File: config.mk
export PLATFORM = sky130hd
export DESIGN_NAME = regfile_arbiter
export DESIGN_NICKNAME = d
export VERILOG_FILES = /design/src/rtl/regfile_arbiter.sv
export SDC_FILE = /design/constraint.sdc
export NUM_CORES = 1
export LEC_CHECK = 0
export BUFFER_PORTS_ARGS = -buffer_cell sky130_fd_sc_hd__buf_2
export CORE_MARGIN = 2
export CORE_UTILIZATION = 40
export CTS_CLUSTER_SIZE = 25
export DETAILED_ROUTE_END_ITERATION = 8
export HOLD_SLACK_MARGIN = 0.12
export PLACE_DENSITY = 0.55
export SKIP_LAST_GASP = 1
export SLEW_MARGIN = 15
export SYNTH_ARGS = -nofsm -noshare
export SYNTH_HDL_FRONTEND = slang
export SYNTH_SLANG_ARGS = --single-unit
File: constraint.sdc
create_clock -name clk -period 6.8 [get_ports clk]
set_clock_uncertainty 0.05 [all_clocks]
set_input_delay 1.02 -clock clk [delete_from_list [all_inputs] [get_ports clk]]
set_output_delay 1.02 -clock clk [all_outputs]
set_load 0.005 [all_outputs]
File: src/rtl/regfile_arbiter.sv
// regfile_arbiter: two-requester register file with lockable grant; define REGFILE_ARB_ROUND_ROBIN_EN for round-robin tie-break.
module regfile_arbiter #(
    parameter int DATA_W = 16,
    parameter int DEPTH = 8,
    localparam int AW = DEPTH > 1 ? $clog2(DEPTH) : 1
) (
    input  logic              clk,
    input  logic              reset,
    input  logic              req0_valid,
    output logic              req0_ready,
    input  logic              req0_wr,
    input  logic [AW-1:0]     req0_addr,
    input  logic [DATA_W-1:0] req0_wdata,
    input  logic              req0_lock,
    output logic              rsp0_valid,
    output logic [DATA_W-1:0] rsp0_rdata,
    input  logic              req1_valid,
    output logic              req1_ready,
    input  logic              req1_wr,
    input  logic [AW-1:0]     req1_addr,
    input  logic [DATA_W-1:0] req1_wdata,
    input  logic              req1_lock,
    output logic              rsp1_valid,
    output logic [DATA_W-1:0] rsp1_rdata
);
    localparam logic [1:0] ARB = 2'd0, LOCK0 = 2'd1, LOCK1 = 2'd2;
    logic [1:0] st;
    logic [DATA_W-1:0] regs [2**AW];
    logic tie0, sel, xfer, wr, lock, rv0, rv1;
    logic [AW-1:0] addr;
    logic [DATA_W-1:0] wdata, rdata;
`ifdef REGFILE_ARB_ROUND_ROBIN_EN
    logic ptr;
    assign tie0 = !ptr;
    always_ff @(posedge clk)
        ptr <= reset ? 1'b0 : req0_ready ? 1'b1 : req1_ready ? 1'b0 : ptr;
`else
    assign tie0 = 1'b1;
`endif
    assign req0_ready = !reset && req0_valid && (st == LOCK0 || (st == ARB && (!req1_valid || tie0)));
    assign req1_ready = !reset && req1_valid && (st == LOCK1 || (st == ARB && (!req0_valid || !tie0)));
    assign sel = req1_ready;
    assign xfer = req0_ready || req1_ready;
    assign wr = sel ? req1_wr : req0_wr;
    assign lock = sel ? req1_lock : req0_lock;
    assign addr = sel ? req1_addr : req0_addr;
    assign wdata = sel ? req1_wdata : req0_wdata;
    // entries at or above DEPTH are never written, so they always read back as zero
    assign rdata = regs[addr];
    assign rsp0_valid = rv0 && !reset;
    assign rsp1_valid = rv1 && !reset;
    always_ff @(posedge clk)
        for (int i = 0; i < 2**AW; i++)
            if (reset) regs[i] <= '0;
            else if (xfer && wr && addr == AW'(i) && i < DEPTH) regs[i] <= wdata;
    always_ff @(posedge clk) begin
        if (reset) begin
            st <= ARB;
            rv0 <= 1'b0;
            rv1 <= 1'b0;
            rsp0_rdata <= '0;
            rsp1_rdata <= '0;
        end else begin
            st <= xfer ? (lock ? (sel ? LOCK1 : LOCK0) : ARB) : st;
            rv0 <= req0_ready && !req0_wr;
            rv1 <= req1_ready && !req1_wr;
            rsp0_rdata <= (req0_ready && !req0_wr) ? rdata : rsp0_rdata;
            rsp1_rdata <= (req1_ready && !req1_wr) ? rdata : rsp1_rdata;
        end
    end
endmodule
==> flow_summary.yaml <==
hold_path:
  hold_start: "rsp0_rdata[15]$_SDFFE_PP0P_"
  min_path_type: "register to register"
  worstHoldPathCells: 2
  hold_end: "rsp0_rdata[15]$_SDFFE_PP0P_"
routing:
  detail_route.wirelength_um: 19500
  drc: 0
  dr.pass1.iters: 9
  antenna_left: 0
  wl_per_cell_um: 22.62
  vias: 4813
  via_per_inst: 5.584
  dr.first_iter.drc_count: 701
worst_setup_path:
  cp_top_family: "simple AND/OR/NAND/NOR gates"
  critical_path.slowest_cell: "nand2b_1"
  crit-reg2reg-launch: "st[0]$_SDFFE_PP0P_"
  crit_path_max_incr_delay_ns: 0.56
  worst-path-stages: 8
  path_buf_inv: 3
  critical_path_peak_fanout: 48
  critPathArrivalTime_ns: 3.76
  required_ns: 6.76
  r2r-end: "regs[7][8]$_SDFFCE_PN0P_"
  crit_path_end_kind: "register"
  rrSetupSlack_ns: 3.65
  cp-start-kind: "input port"
  path_common_cell: "buf_4"
  reg2reg_depth: 6
  worstSetupPathType: "input port to register"
  crit_chain: "buf_2 -> buf_4 -> or3b_4 -> nor2_8 -> o21ai_2 -> buf_4 -> nand2_1 -> nand2b_1"
pwr:
  leakagePower_nw: 3.145
  pwr-share-clk_pct: 43.6
  combPwrFrac_pct: 8.7
  p_sw_share_pct: 22.85
  p_sw_w: 0.0005442
  total_power_w: 0.002382
  pwr-share-seq_pct: 47.7
  p_int_w: 0.001837
  irDropWorstVdd_uv: 186.1
  power_density_nw_per_um2: 294.4
status:
  status: "finished, final reports clean"
sta:
  whs_ns: 0.4283
  hold_violations: 0
  finalSetupViolCount: 0
  max-slew-margin-rel_pct: 38.09
  worst_pin_slew_ns: 0.9287
  period_share_pct: 55.93
  clock.fmax_mhz: 262.9
  slew_violations: 0
  fin_tns_setup_ns: 0
  min_period_ns: 3.803
  rsz0062_at_grt: "no"
clocking:
  cts_buffer_depth: 2
  insertion_delay_ns: 0.43
  cts_tree: "built"
  cts-htree-levels: 4
  numClockSinks: 164
  cts_setup_buffers: 0
  cts_resized: 0
  clk_pin_slew_worst_paths_ns: 0.06
  ctsHoldBuffers: 0
  cts_root_buffer: "clkbuf_16"
  numCtsBuffers: 17
run:
  cap_violations: 0
floorplanning:
  io_pins: 82
  start_util_pct: 40.89
  dieArea_um2: 18010
  dieWidth_um: 134.2
  fp.coreArea_um2: 16580
  row_count: 47
  fp.dieH_um: 134.2
synthesis:
  netlist_instances: 542
  synthesis.area_um2: 6780
  synth_top_family_by_area: "simple AND/OR/NAND/NOR gates"
  synth_xor_area_share_pct: 0
  avgSynthCellArea_um2: 12.51
  synth_mux_area_share_pct: 2.676
  synth_compound_area_share_pct: 12.59
  yosys.area_share.simple_pct: 14.71
  syn-num-nets: 588
  yosysUniqueCellTypes: 34
  synth_warnings: 0
  yosysSeqAreaShare_pct: 67.32
  synth_fa_ha_area_share_pct: 0
  ys_seq_elements: 164
cells_and_area:
  diodes: 0
  nets: 675
  final_cell_mix: "nor2_1 (132), edfxtp_1 (128), buf_2 (81), dfxtp_1 (36), a21oi_1 (33)"
  drive_gt1_share_pct: 22.59
  final_common_cell: "nor2_1"
  syn_to_final_growth_pct: 19.32
  n_fill_cell: 1510
place:
  io_buffers: 81
  dp_hpwl_um: 13270
  gp_congestion: 0.8964
global_routing:
  grt_pass1_vias: 4585
  grt_max_degree: 49
  grt-ovfl-total: 0
  grt.total_usage_pct: 22.46
  antenna_found_initial: 0
  grt_pass1_wl_um: 28780
-- state kept, by name, indices dropped and copies added (netlist names) --
signal	count
regs	128
rsp0_rdata	16
rsp1_rdata	16
rv0	1
rv1	1
st	2
-- final cells by class --
class                      count  area [um^2]  share of cell area (%)
sequential                   164         4564                   56.42
tap                          220        275.3                   3.402
clock inverter                14        207.7                   2.567
multi-input combinational    341         2036                   25.16
inverter                       2        7.507                 0.09279
timing repair buffer         103        570.5                   7.052
clock buffer                  18        429.2                   5.305
-- per-stage QoR --
stage | utilization [%] | setup slack (ns) | cell area, um^2 | instances
after CTS | 48.79 | 2.983 | 8090 | 862
final | 48.79 | 2.997 | 8090 | 862
after global routing | 48.79 | 2.806 | 8090 | 862
after floorplan | - | 3.680 | 6780 | 542
after detailed placement | 44.94 | 2.535 | 7453 | 830
after global placement | 44.94 | 2.671 | 7453 | 830
-- Yosys cell counts --
library cell  count  area [um^2]
or4_4             1        11.26
a22oi_1           3        22.52
nand3b_1         26        195.2
nor3_1            1        5.000
mux2i_1          17        170.2
dfxtp_1          36        720.7
mux2_2            1        11.26
o22ai_2           1        12.51
nor3b_1           7        52.55
buf_4             1        7.510
a22o_1           13        113.9
a21oi_1          33        165.2
nor2_1          132        495.5
buf_6             3        33.78
nand2_2           5        31.28
nand4_1           1        6.260
or3_1             2        12.51
or3b_4            1        11.26
buf_2            15        75.07
o21ai_2           2        17.52
a222oi_1         32        320.3
inv_1             2        7.510
o21ai_1          27        135.1
nand4b_1          2        17.52
nand2b_1         12        75.07
nand3_1           2        10.01
clkbuf_1         16        60.06
nor2_8            1        20.02
nor2b_1           2        12.51
a21o_1            6        45.04
edfxtp_1        128         3844
nand2_1           9        33.78
and2b_1           1        7.510
o31ai_4           1        21.27
-- logic make-up after synthesis --
family,Yosys count
AO/OA/AOI/OAI,118
buffers and inverters,37
flip-flops,164
multiplexers,18
AND/OR/NAND/NOR,205
-- how the worst max path moves through the flow --
stage / slack (ns) / start / end
floorplan: 3.68 / reset / req1_ready
global placement: 2.67 / reset / regs[6][10]$_SDFFCE_PN0P_
detailed placement: 2.54 / reset / regs[5][8]$_SDFFCE_PN0P_
CTS: 2.98 / reset / regs[5][8]$_SDFFCE_PN0P_
global route: 2.81 / reset / regs[7][10]$_SDFFCE_PN0P_
finish: 3.00 / reset / regs[7][8]$_SDFFCE_PN0P_
-- power groups by stage --
stage / Sequential (W) / Clock [W] / Combinational (W)
finish: 0.00114 / 0.00104 / 0.000207
global route: 0.00114 / 0.00109 / 0.000223
CTS: 0.00114 / 0.00104 / 0.000208
detailed placement: 0.00116 / 0 / 0.000207
global placement: 0.00116 / 0 / 0.000205
floorplan: 0.00115 / 0 / 0.000115
-- metal layers --
metal | wire length (um) | global-route usage [%] | up-vias
li1 | - | - | 2218
met4 | 621 | 10.23 | 0
met3 | 1981 | 4.686 | 38
met1 | 8053 | 31.16 | 2268
met5 | 0 | 0 | -
met2 | 8841 | 34.10 | 289
-- worst min-delay path, stage by stage (launching register included) --
cell and delay [ns]:
dfxtp_1 0.31, nand3b_1 0.07, o21ai_1 0.05
Note: power is estimated with default switching activity, not from simulation.
